===== config.mk =====
export PLATFORM = sky130hd
export DESIGN_NAME = sprite_rom_arbiter_flat
export DESIGN_NICKNAME = d
export VERILOG_FILES = /design/src/rtl/sprite_pkg.sv /design/src/rtl/sprite_rom_arbiter_if.sv /design/src/rtl/rr_arbiter.sv /design/src/rtl/sprite_rom_arbiter.sv /design/src/flat_wrapper.sv
export SDC_FILE = /design/constraint.sdc
export NUM_CORES = 1
export LEC_CHECK = 0
export ABC_CLOCK_PERIOD_IN_PS = 4340
export CORE_UTILIZATION = 38
export DETAILED_ROUTE_END_ITERATION = 10
export PLACE_DENSITY_LB_ADDON = 0.05
export SLEW_MARGIN = 20
export SYNTH_ARGS = -nofsm -noshare
export SYNTH_HDL_FRONTEND = slang
export SYNTH_SLANG_ARGS = --single-unit

===== constraint.sdc =====
create_clock -name clk -period 4.34 [get_ports clk]
set_input_delay 0.868 -clock clk [delete_from_list [all_inputs] [get_ports clk]]
set_output_delay 0.868 -clock clk [all_outputs]
set_load 0.1 [all_outputs]

===== src/rtl/sprite_pkg.sv =====
// rtl/sprite_pkg.sv - shared sprite constants, colour type and round-robin pick helper
// Contents: SPR_W_DEF/SPR_H_DEF sprite bounds, COLOR_W/COLOR_BLACK colour constants,
//           color_t, rr_pick(req, ptr, n) -> one-hot winner (up to 8 requesters).
package sprite_pkg;

    localparam int unsigned SPR_W_DEF   = 584;
    localparam int unsigned SPR_H_DEF   = 26;
    localparam int unsigned COLOR_W     = 12;
    localparam logic [11:0] COLOR_BLACK = 12'h000;

    typedef logic [11:0] color_t;

    // First asserted bit searching ptr, ptr+1, ... modulo n. Bits at or above n are ignored.
    function automatic logic [7:0] rr_pick(input logic [7:0] req, input logic [2:0] ptr,
                                           input int unsigned n);
        logic [7:0]  g;
        int unsigned idx;
        g = '0;
        for (int unsigned k = 0; k < 8; k++) begin
            if (k < n) begin
                idx = (32'(ptr) + k) % n;
                if (g == '0 && req[idx[2:0]]) begin
                    g[idx[2:0]] = 1'b1;
                end
            end
        end
        return g;
    endfunction

endpackage


===== src/rtl/sprite_rom_arbiter_if.sv =====
// rtl/sprite_rom_arbiter_if.sv - requester/ROM/response bus of the sprite ROM arbiter
// Signals: en, req, req_row, req_col, gnt (requester side); rom_row, rom_col, rom_data (ROM);
//          rsp_valid, rsp_id, rsp_data (tagged colour return).
// Modports: master = requesters + ROM, slave = arbiter.
interface sprite_rom_arbiter_if #(
    parameter int unsigned NUM_REQ = 4,
    parameter int unsigned ROW_W   = 8,
    parameter int unsigned COL_W   = 10,
    parameter int unsigned DATA_W  = 12
);
    localparam int unsigned ID_W = (NUM_REQ > 1) ? $clog2(NUM_REQ) : 1;

    logic                     en;
    logic [NUM_REQ-1:0]       req;
    logic [NUM_REQ*ROW_W-1:0] req_row;
    logic [NUM_REQ*COL_W-1:0] req_col;
    logic [NUM_REQ-1:0]       gnt;
    logic [ROW_W-1:0]         rom_row;
    logic [COL_W-1:0]         rom_col;
    logic [DATA_W-1:0]        rom_data;
    logic                     rsp_valid;
    logic [ID_W-1:0]          rsp_id;
    logic [DATA_W-1:0]        rsp_data;

    modport master (
        output en, req, req_row, req_col, rom_data,
        input  gnt, rom_row, rom_col, rsp_valid, rsp_id, rsp_data
    );

    modport slave (
        input  en, req, req_row, req_col, rom_data,
        output gnt, rom_row, rom_col, rsp_valid, rsp_id, rsp_data
    );

endinterface


===== src/rtl/rr_arbiter.sv =====
// rtl/rr_arbiter.sv - combinational one-hot arbiter with registered round-robin pointer
// Ports: clk, rst_n (sync active-low), i_req [N] (already masked), o_gnt [N] one-hot.
// Build option SPRITE_ARB_FIXED_PRIO_EN: lowest index always wins, pointer register removed.
module rr_arbiter
    import sprite_pkg::*;
#(
    parameter int unsigned N = 4
) (
    input  logic         clk,
    input  logic         rst_n,
    input  logic [N-1:0] i_req,
    output logic [N-1:0] o_gnt
);

    logic [7:0] w_req8;
    logic [7:0] w_pick8;
    logic [2:0] w_ptr;
    logic [2:0] w_idx;
    logic       w_any;

    always_comb begin
        w_req8        = '0;
        w_req8[N-1:0] = i_req;
    end

`ifdef SPRITE_ARB_FIXED_PRIO_EN
    assign w_ptr = 3'd0;
`else
    logic [2:0] r_ptr;

    assign w_ptr = r_ptr;

    // Pointer moves just past the winner so the winner becomes lowest priority next cycle.
    always_ff @(posedge clk) begin
        if (!rst_n) begin
            r_ptr <= 3'd0;
        end else if (w_any) begin
            r_ptr <= (32'(w_idx) == N - 1) ? 3'd0 : w_idx + 3'd1;
        end
    end
`endif

    assign w_pick8 = rr_pick(w_req8, w_ptr, N);
    assign w_any   = |w_pick8;
    assign o_gnt   = w_pick8[N-1:0];

    always_comb begin
        w_idx = 3'd0;
        for (int i = 0; i < 8; i++) begin
            if (w_pick8[i]) begin
                w_idx = 3'(i);
            end
        end
    end

endmodule


===== src/rtl/sprite_rom_arbiter.sv =====
// rtl/sprite_rom_arbiter.sv - shares one 1-cycle sprite ROM between NUM_REQ requesters
// Ports: clk, rst_n (sync active-low), bus (sprite_rom_arbiter_if.slave):
//   en/req/req_row/req_col in, gnt out (combinational), rom_row/rom_col out (registered),
//   rom_data in, rsp_valid/rsp_id/rsp_data out two cycles after the grant.
// Build option SPRITE_ARB_FIXED_PRIO_EN selects fixed priority inside rr_arbiter.
module sprite_rom_arbiter
    import sprite_pkg::*;
#(
    parameter int unsigned NUM_REQ = 4,
    parameter int unsigned ROW_W   = 8,
    parameter int unsigned COL_W   = 10,
    parameter int unsigned DATA_W  = COLOR_W,
    parameter int unsigned SPR_W   = SPR_W_DEF,
    parameter int unsigned SPR_H   = SPR_H_DEF
) (
    input  logic                  clk,
    input  logic                  rst_n,
    sprite_rom_arbiter_if.slave   bus
);

    localparam int unsigned ID_W = (NUM_REQ > 1) ? $clog2(NUM_REQ) : 1;

    logic [NUM_REQ-1:0] w_req_masked;
    logic [NUM_REQ-1:0] w_gnt;
    logic               w_any;
    logic [ID_W-1:0]    w_id;
    logic [ROW_W-1:0]   w_row;
    logic [COL_W-1:0]   w_col;
    logic               w_oob;

    logic [ROW_W-1:0]   r_rom_row;
    logic [COL_W-1:0]   r_rom_col;
    logic               r_s1_valid;
    logic [ID_W-1:0]    r_s1_id;
    logic               r_s1_oob;
    logic               r_s2_valid;
    logic [ID_W-1:0]    r_s2_id;
    logic               r_s2_oob;

    // Folding rst_n into the mask keeps gnt low during reset without a separate gate.
    assign w_req_masked = bus.req & {NUM_REQ{bus.en & rst_n}};

    rr_arbiter #(.N(NUM_REQ)) u_rr_arbiter (
        .clk   (clk),
        .rst_n (rst_n),
        .i_req (w_req_masked),
        .o_gnt (w_gnt)
    );

    assign bus.gnt = w_gnt;
    assign w_any   = |w_gnt;

    always_comb begin
        w_id  = '0;
        w_row = '0;
        w_col = '0;
        for (int i = 0; i < NUM_REQ; i++) begin
            if (w_gnt[i]) begin
                w_id  = ID_W'(i);
                w_row = bus.req_row[i*ROW_W +: ROW_W];
                w_col = bus.req_col[i*COL_W +: COL_W];
            end
        end
    end

    // Column is checked on its own so an over-wide col cannot alias into the next row.
    assign w_oob = (32'(w_row) >= SPR_H) || (32'(w_col) >= SPR_W);

    always_ff @(posedge clk) begin
        if (!rst_n) begin
            r_rom_row  <= '0;
            r_rom_col  <= '0;
            r_s1_valid <= 1'b0;
            r_s1_id    <= '0;
            r_s1_oob   <= 1'b0;
            r_s2_valid <= 1'b0;
            r_s2_id    <= '0;
            r_s2_oob   <= 1'b0;
        end else begin
            r_s1_valid <= w_any;
            if (w_any) begin
                r_rom_row <= w_row;
                r_rom_col <= w_col;
                r_s1_id   <= w_id;
                r_s1_oob  <= w_oob;
            end
            // Stage 2 lines up with the ROM's internal read register.
            r_s2_valid <= r_s1_valid;
            r_s2_id    <= r_s1_id;
            r_s2_oob   <= r_s1_oob;
        end
    end

    assign bus.rom_row   = r_rom_row;
    assign bus.rom_col   = r_rom_col;
    assign bus.rsp_valid = r_s2_valid;
    assign bus.rsp_id    = r_s2_id;
    assign bus.rsp_data  = (r_s2_valid && !r_s2_oob) ? bus.rom_data : DATA_W'(COLOR_BLACK);

endmodule


===== src/flat_wrapper.sv =====
// flat-port wrapper written by rule: the top's interface ports become plain ports
module sprite_rom_arbiter_flat import sprite_pkg::*;
#(
    parameter int unsigned NUM_REQ = 4,
    parameter int unsigned ROW_W   = 8,
    parameter int unsigned COL_W   = 10,
    parameter int unsigned DATA_W  = COLOR_W,
    parameter int unsigned SPR_W   = SPR_W_DEF,
    parameter int unsigned SPR_H   = SPR_H_DEF
)
  (clk, rst_n, bus_en, bus_req, bus_req_row, bus_req_col, bus_rom_data, bus_gnt, bus_rom_row, bus_rom_col, bus_rsp_valid, bus_rsp_id, bus_rsp_data);
  sprite_rom_arbiter_if #(.NUM_REQ(NUM_REQ), .ROW_W(ROW_W), .COL_W(COL_W), .DATA_W(DATA_W)) bus_i ();
  input  logic clk;
  input  logic rst_n;
  input wire logic [$bits(bus_i.en)-1:0] bus_en;
  input wire logic [$bits(bus_i.req)-1:0] bus_req;
  input wire logic [$bits(bus_i.req_row)-1:0] bus_req_row;
  input wire logic [$bits(bus_i.req_col)-1:0] bus_req_col;
  input wire logic [$bits(bus_i.rom_data)-1:0] bus_rom_data;
  output wire logic [$bits(bus_i.gnt)-1:0] bus_gnt;
  output wire logic [$bits(bus_i.rom_row)-1:0] bus_rom_row;
  output wire logic [$bits(bus_i.rom_col)-1:0] bus_rom_col;
  output wire logic [$bits(bus_i.rsp_valid)-1:0] bus_rsp_valid;
  output wire logic [$bits(bus_i.rsp_id)-1:0] bus_rsp_id;
  output wire logic [$bits(bus_i.rsp_data)-1:0] bus_rsp_data;
  assign bus_i.en = bus_en;
  assign bus_i.req = bus_req;
  assign bus_i.req_row = bus_req_row;
  assign bus_i.req_col = bus_req_col;
  assign bus_i.rom_data = bus_rom_data;
  assign bus_gnt = bus_i.gnt;
  assign bus_rom_row = bus_i.rom_row;
  assign bus_rom_col = bus_i.rom_col;
  assign bus_rsp_valid = bus_i.rsp_valid;
  assign bus_rsp_id = bus_i.rsp_id;
  assign bus_rsp_data = bus_i.rsp_data;
  sprite_rom_arbiter #(.NUM_REQ(NUM_REQ), .ROW_W(ROW_W), .COL_W(COL_W), .DATA_W(DATA_W), .SPR_W(SPR_W), .SPR_H(SPR_H)) u_core (.clk(clk), .rst_n(rst_n), .bus(bus_i));
endmodule

After elaboration in Yosys (flattened, before gate mapping)
Cells that the tools add are included.
{ "word_totals": {"regBits": 28, "latch_bits": 0, "ram_bits": 0, "rom_bits": 0, "input_bits": 91, "output_inout_bits": 37, "wordCells": 84, "mem_count": 0} }
{ "op_classes": {"add_sub_neg": 4, "mul": 0, "div": 0, "order_cmp": 10, "n_eq_ne": 1, "shift": 0, "mux": 40, "n_bitwise": 5, "n_reduce_logical": 15} }
{ "ops": {"columns": ["op", "n"], "rows": [
  ["2-to-1 mux 8 bit", 7],
  ["2-to-1 mux 10 bit", 4],
  ["logical NOT 8 bit", 3],
  ["OR 8 x 4 -> 8 bit", 3],
  ["less-than comparator 2 x 4 -> 1 bit (second input constant)", 4],
  ["2-to-1 mux 12 bit", 1],
  ["2-to-1 mux 3 bit", 4],
  ["greater-or-equal comparator 10 bit (second input constant)", 1],
  ["2-to-1 mux 1 bit", 10],
  ["2-to-1 mux 2 bit", 5],
  ["binary-select mux 1 bit (select 2 bit)", 4],
  ["demux 1 bit (select 2 bit)", 4],
  ["greater-or-equal comparator 2 x 1 -> 1 bit (second input constant)", 4],
  ["greater-or-equal comparator 8 x 5 -> 1 bit (second input constant)", 1],
  ["logical AND 1 bit", 8],
  ["OR reduction 8 bit", 1],
  ["adder 2 x 1 -> 2 bit (second input constant)", 2],
  ["adder 2 bit (second input constant)", 2],
  ["AND 4 bit", 1],
  ["2-to-1 mux 4 bit", 1],
  ["OR reduction 4 bit", 1],
  ["equality test 3 x 2 -> 1 bit (second input constant)", 1],
  ["AND 1 bit", 1],
  ["logical NOT 1 bit", 1],
  ["logical OR 1 bit", 1]
]} }

Longest topological paths before layout
Gate-level depths: netlist (run 1).
{ "depth": {"word_depth": 23, "mapped_depth": 16, "depth_no_buf": 13} }

By module
From an unflattened synthesis (run 1), not the netlist that was laid out.
{ "hier_totals": {"cells_unflattened": 258, "hier_area_um2": 2190.9} }
{ "modules_own_cells": {"columns": ["mod", "n_inst", "cells_per_inst", "area_each_um2", "seq_area_each_um2"], "rows": [
  ["sprite_rom_arbiter", 1, 183, 1556.5, 520.5],
  ["rr_arbiter", 1, 75, 634.4, 40.0]
]} }

Worst setup path before layout (run 1)
OpenSTA, ideal clock, no wires.
{ "synth_path": {"path_kind": "in2out", "from": "in bus_req[3]", "to": "out bus_gnt[3]", "arrival_time_ns": 3.900, "required_ns": 3.472, "slack_ns": -0.428, "path_stages": 10, "path_buffers": 4, "path_cell_list": "mux4_2 > buf_6 > o21a_1 > o21a_1 > a211oi_1 > a31oi_4 > inv_2 > buf_2 > clkbuf_1 > buf_1"} }
{ "synth_via": {"elab_chain_cells": 13, "word_cells_on_any_way": 22, "cone_classes": "12 x mux; 4 x bitwise; 6 x reduce/logical"} }
{ "synth_rtl": {"columns": ["item", "line", "rtl"], "rows": [
  ["start, declared", "flat_wrapper.sv:16", "input wire logic [$bits(bus_i.req)-1:0] bus_req;"],
  ["AND 4 bit *", "sprite_rom_arbiter.sv:41", "assign w_req_masked = bus.req & {NUM_REQ{bus.en & rst_n}};"],
  ["binary-select mux 1 bit (select 2 bit)", "sprite_pkg.sv:22", "if (g == '0 && req[idx[2:0]]) begin"],
  ["2-to-1 mux 1 bit (not written as such)", "sprite_pkg.sv:22", null],
  ["2-to-1 mux 4 bit", "sprite_pkg.sv:22", null],
  ["logical NOT 8 bit", "sprite_pkg.sv:22", null],
  ["logical AND 1 bit", "sprite_pkg.sv:22", null],
  ["2-to-1 mux 8 bit", "sprite_pkg.sv:22", null],
  ["logical NOT 8 bit", "sprite_pkg.sv:22", null],
  ["logical AND 1 bit", "sprite_pkg.sv:22", null],
  ["2-to-1 mux 8 bit", "sprite_pkg.sv:22", null],
  ["logical NOT 8 bit", "sprite_pkg.sv:22", null],
  ["logical AND 1 bit", "sprite_pkg.sv:22", null],
  ["2-to-1 mux 8 bit *", "sprite_pkg.sv:22", null],
  ["end, declared", "flat_wrapper.sv:20", "output wire logic [$bits(bus_i.gnt)-1:0] bus_gnt;"]
]} }
Every way passes the cells marked *; elsewhere a longest branch is shown, timed or not. The select of a mux whose other input is x is not followed.

Final worst setup path (run 1)
{ "layout_path": {"from": "in bus_req[3]", "to": "out bus_gnt[2]"} }
Same word-level chain as after synthesis.

==> results.yml, run 1 <==
status:
  status: "completed"
timing:
  timing.final.crit_share_pct: 97.6
  max_slew_margin_pct: 30.8
  slew_violations: 0
  setup_viol: 0
  layout_min_cycle_time_ns: 4.23
  hold_viol: 0
  fmax_mhz: 236
  worst_slack_ns: 0.105
  grt_setup_unrepaired: "no"
  tightest_slew_ns: 1.03
  fin_skew_ns: 0.0107
global_routing:
  antenna_found_initial: 0
  grt_pass1_vias: 2468
  grt_remaining_overflow: 0
  grt_pass1_wl_mm: 11.7
  track_usage_pct: 24.8
  grt_max_degree: 19
clock_tree:
  cts_hold_buf: 0
  clk_pin_slew_worst_paths_ns: 0.10
  cts_made_buffers: 3
  cts_tree: "built"
  ctsRootBufferMaster: "clkbuf_8"
  cts_buffer_depth: 2
  cts_setup_buffers: 0
  cts_sinks: 28
  htreeDepth: 1
  worstSkewPairLatency_ns: 0.28
worst_hold_path:
  min_path_cells: 1
  min_path_type: "reg -> reg"
  min_from: "u_core.r_s1_valid"
  min_to: "u_core.bus.rsp_valid"
layout:
  num_antenna_cells: 0
  stdcell_count: 468
  drive_gt1_share_pct: 19.3
  fin_nets: 497
  area_growth_pct: 78.4
worst_setup_path:
  crit_start: "bus_req[3]"
  rrSetupSlack_ns: 0.46
  cp-start-kind: "input port"
  rr_worst_depth: 14
  worstSetupEndpointType: "primary output"
  cp_data_required_time_ns: 3.47
  path_class: "in -> out"
  timing.rr.end: "u_core.r_s1_oob"
  r2r-start: "u_core.u_rr_arbiter.r_ptr[0]"
  crit_fanout: 8
  cp.arrival_ns: 3.37
drt:
  num_vias: 2577
  route.detailed.drc: 0
  final_antenna_net_count: 0
  drtPass1Iterations: 5
  wire_per_inst_um: 16.1
  wirelength_mm: 7.52
  vias_per_cell: 5.51
  drt_iter0_markers: 171
die:
  die_h_um: 76.5
  coreArea_sq_um: 5240
  io_pins: 128
  die_area_sq_um: 5850
  rows: 26
  die_width_um: 76.5
  start_util_pct: 40.2
yosys:
  synthTopCellsByCount: "dfxtp_1, and2_1, nand2_1, nor2_1, a21o_1"
  synthArstFlopShare_pct: 0
  synth_area_leaders: "dfxtp_1, and2_1, a21o_1, a222oi_1, mux4_2"
  synth-seq-cells: 28
  syn-instance-count: 244
  seq_area_frac_synth_pct: 26.6
  synthFlopType: "dfxtp_1"
  syn_nets: 342
  synth_area_sq_um: 2110
  synth-edff-count: 0
  post_synth.cell_area_avg_sq_um: 8.64
  synth.most_common_cell: "dfxtp_1"
  yosys.area.top_type_share_pct: 26.6
  synth_warnings: 0
  synth.distinct_cells: 56
  yosysTopAreaCell: "dfxtp_1"
pwr:
  pwr_density_cell_nw_per_um2: 683
  total_leakage_power_nw: 1.62
  peakVddDrop_mv: 0.665
placed_design:
  io_buffers: 127
  gp_congestion: 0.931
  placed_cells: 464
  hpwl_mm: 6.07
  place_ws_ns: -0.0579
job:
  max_cap_viol_count: 0
-- power by group --
| group | internal (W) | switching, W | leakage, nW | total, W |
|---|---|---|---|---|
| combinational | 0.000727 | 0.00127 | 1.35 | 0.00199 |
| sequential | 0.000361 | 0.0000472 | 0.232 | 0.000408 |
| clock | 0.0000815 | 0.0000845 | 0.0288 | 0.000166 |
| total | 0.00117 | 0.00140 | 1.62 | 0.00257 |
-- logic make-up after synthesis --
| group | after synthesis | share of synthesized area [%] |
|---|---|---|
| flip-flops | 28 | 26.6 |
| AO/OA/AOI/OAI | 90 | 34.7 |
| buffers and inverters | 21 | 5.34 |
| AND/OR/NAND/NOR | 90 | 22.8 |
| adder cells (fa/ha/maj) | 7 | 4.16 |
| multiplexers | 8 | 6.41 |
-- sequential cells by signal, summed over array words and instances (netlist names) --
name / cells
u_core.r_s1_valid: 1
u_core.bus.rom_col: 10
u_core.bus.rsp_id: 2
u_core.u_rr_arbiter.r_ptr: 2
u_core.bus.rsp_valid: 1
u_core.bus.rom_row: 8
u_core.r_s2_oob: 1
u_core.r_s1_id: 2
u_core.r_s1_oob: 1
-- worst max-delay path, cell delays in order --
cell             delay [ns]
clkdlybuf4s50_1        0.44
buf_4                  0.17
nor2b_1                0.12
mux4_2                 0.47
a31o_2                 0.27
nor4_2                 0.30
a311oi_4               0.17
inv_2                  0.18
buf_4                  0.20
buf_12                 0.18
-- layer usage --
layer / GRT usage (%) / routed length [um] / vias to the layer above
met5: 0 / 0 / -
met3: 4.91 / 533 / 14
met1: 32.4 / 3240 / 1194
met2: 41.0 / 3590 / 122
li1: - / - / 1247
met4: 7.31 / 148 / 0
-- stage by stage --
step	hold WS [ns]	TNS (ns)	util (%)	cell area, sq um	total power, W
2_1_floorplan	0.412	-0.0512	-	2120	0.00179
3_3_place_gp	0.421	-0.00958	70.4	3680	0.00237
3_5_place_dp	0.427	-0.0579	70.4	3680	0.00239
4_1_cts	0.451	0	71.4	3740	0.00256
5_1_grt	0.477	0	71.8	3760	0.00271
6_report	0.447	0	71.8	3760	0.00257
-- layout make-up --
class | instances | area, sq um
sequential | 28 | 561
timing repair buffer | 164 | 1580
multi-input combinational | 195 | 1450
inverter | 7 | 26.3
fill | 415 | 1480
clock buffer | 4 | 55.1
tap | 70 | 87.6
-- cell usage in the layout, fill, tap and decap left out, types with 4 or more instances in the layout --
| master | n |
|---|---|
| a21o_1 | 13 |
| a21oi_1 | 12 |
| a221o_1 | 7 |
| a222oi_1 | 9 |
| and2_1 | 20 |
| buf_12 | 5 |
| buf_4 | 48 |
| clkbuf_8 | 4 |
| clkdlybuf4s50_1 | 109 |
| dfxtp_1 | 28 |
| ha_1 | 7 |
| inv_1 | 5 |
| mux4_2 | 4 |
| nand2_1 | 19 |
| nand3_1 | 9 |
| nor2_1 | 19 |
| nor2b_1 | 8 |
| o211ai_1 | 4 |
| o21ai_0 | 9 |
-- worst max path at each step --
stage	endpoint	cells after the start	slack, ns
floorplan	bus_gnt[3]	10	-0.05
global placement	u_core.r_s1_oob	12	-0.01
detailed placement	u_core.r_s1_oob	12	-0.06
CTS	bus_gnt[3]	9	0.007
global route	bus_gnt[2]	9	0.01
finish	bus_gnt[2]	10	0.11
-- what timing repair did --
item,in CTS,in global routing
endpoints found under the hold margin,0,0
resized for setup,0,5
setup endpoints to repair,0,2
Power figures use the tool's default switching activity.
==> run 2, diff against run 1 <==
--- a/config.mk
+++ b/config.mk
@@ -7,8 +7,10 @@
 export LEC_CHECK = 0
 export ABC_CLOCK_PERIOD_IN_PS = 4340
 export CORE_UTILIZATION = 38
+export CTS_CLUSTER_SIZE = 12
 export DETAILED_ROUTE_END_ITERATION = 10
 export PLACE_DENSITY_LB_ADDON = 0.05
+export SETUP_SLACK_MARGIN = 0.02
 export SLEW_MARGIN = 20
 export SYNTH_ARGS = -nofsm -noshare
 export SYNTH_HDL_FRONTEND = slang
==> results.yml, run 2 (synthesis results as in run 1) <==
worst_setup_path:
  crit_family: "buffers and inverters"
  cp.arrival_ns: 3.33
  path_buf_inv: 4
  crit_fanout: 9
  cp_slowest_cell: "or4_4"
  path_class: "in -> out"
  crit_path_max_incr_delay_ns: 0.52
  worst-path-stages: 9
  crit_chain: "clkdlybuf4s50_1 -> nand2_1 -> a2111o_1 -> and2_1 -> or4_4 -> a31oi_4 -> inv_2 -> buf_4 -> buf_12"
  cp-start-kind: "input port"
  rr_worst_depth: 13
  cp_data_required_time_ns: 3.47
  worstSetupEndpointType: "primary output"
global_routing:
  use_met3_pct: 4.19
  track_usage_pct: 24.4
  grt_pass1_wl_mm: 11.6
  grt_remaining_overflow: 0
  antenna_found_initial: 0
  top_usage_layer: "met2"
  gr-usage-met2_pct: 41.5
  met1_usage_pct: 31.7
  grt_pass1_vias: 2420
  grt_max_degree: 16
clock_tree:
  cts_sinks: 28
  ctsRootBufferMaster: "clkbuf_8"
  htreeDepth: 1
  cts_buffer_depth: 2
  worstSkewPairLatency_ns: 0.27
  clk_pin_slew_worst_paths_ns: 0.09
  cts_made_buffers: 3
  cts_hold_buf: 0
  cts_tree: "built"
die:
  rows: 26
  die_area_sq_um: 5850
  start_util_pct: 40.2
  die_h_um: 76.5
  io_pins: 128
  coreArea_sq_um: 5240
  die_width_um: 76.5
drt:
  wirelength_mm: 7.31
  wire_per_inst_um: 15.6
  num_vias: 2544
  vias_per_cell: 5.45
  drt_iter0_markers: 118
  route.detailed.drc: 0
  final_antenna_net_count: 0
  drtPass1Iterations: 5
layout:
  stdcell_count: 467
  fin_nets: 497
  final_common_cell: "clkdlybuf4s50_1"
  layout_common_cells: "clkdlybuf4s50_1, buf_4, dfxtp_1"
  largest_reg_flops: 10
  drive_gt1_share_pct: 19.9
  area_growth_pct: 77.8
  num_antenna_cells: 0
  finish.utilization_pct: 71.5
timing:
  timing.final.crit_share_pct: 96.8
  fin_skew_ns: 0.00764
  layout_min_cycle_time_ns: 4.20
  grt_setup_unrepaired: "no"
  slew_violations: 0
  hold_viol: 0
  max_slew_margin_pct: 31.7
  tightest_slew_ns: 1.02
  setup_viol: 0
  fmax_mhz: 238
pwr:
  pwr_density_cell_nw_per_um2: 676
  peakVddDrop_mv: 0.522
  total_leakage_power_nw: 1.60
job:
  max_cap_viol_count: 0
placed_design:
  io_buffers: 127
  gp_congestion: 0.951
  hpwl_mm: 5.97
  placed_cells: 463
status:
  status: "completed"
worst_hold_path:
  min_path_cells: 1
  min_path_type: "reg -> reg"
[run 2: final cells by class]
class	count	area, sq um
Clock buffer	3	41.3
Tap cell	70	87.6
Sequential cell	28	562
Fill cell	428	1490
Inverter	7	26.3
Multi-Input combinational cell	195	1470
Timing Repair Buffer	164	1560
[run 2: repair_timing]
action / CTS / global route
pin swaps: 0 / 0
setup endpoints to repair: 1 / 6
endpoints found under the hold margin: 0 / 0
resized for setup: 1 / 7
setup buffers: 1 / 0
[run 2: through the flow]
stage	worst slack, ns	cell area (sq um)	hold slack (ns)	power [W]	setup TNS (ns)
global route	0.0290	3750	0.468	0.00267	0
floorplan	-0.0512	2120	0.412	0.00179	-0.0512
finish	0.140	3750	0.452	0.00253	0
detailed placement	-0.197	3670	0.422	0.00236	-0.351
global placement	-0.0997	3670	0.416	0.00236	-0.0997
CTS	0.0245	3710	0.444	0.00252	0
[run 2: power breakdown]
| group | leakage, nW | switching, W | internal (W) |
|---|---|---|---|
| Combinational | 1.35 | 0.00125 | 0.000724 |
| Sequential | 0.233 | 0.0000582 | 0.000362 |
| Clock | 0.0216 | 0.0000748 | 0.0000623 |
| Total | 1.60 | 0.00138 | 0.00115 |
[run 2: final timing paths]
| check | start | end | slack (ns) |
|---|---|---|---|
| worst max-delay path | rst_n | bus_gnt[3] | 0.14 |
| worst min-delay path | u_core.r_s1_valid | u_core.bus.rsp_valid | 0.45 |
| worst max register to register | u_core.u_rr_arbiter.r_ptr[1] | u_core.r_s1_oob | 0.53 |
| worst min register to register | u_core.r_s1_valid | u_core.bus.rsp_valid | 0.45 |
[run 2: per-layer routing]
layer	up-vias	share of wire, %
li1	1250	-
met2	112	48
met4	0	2.0
met3	13	6.8
met1	1169	44
met5	-	0
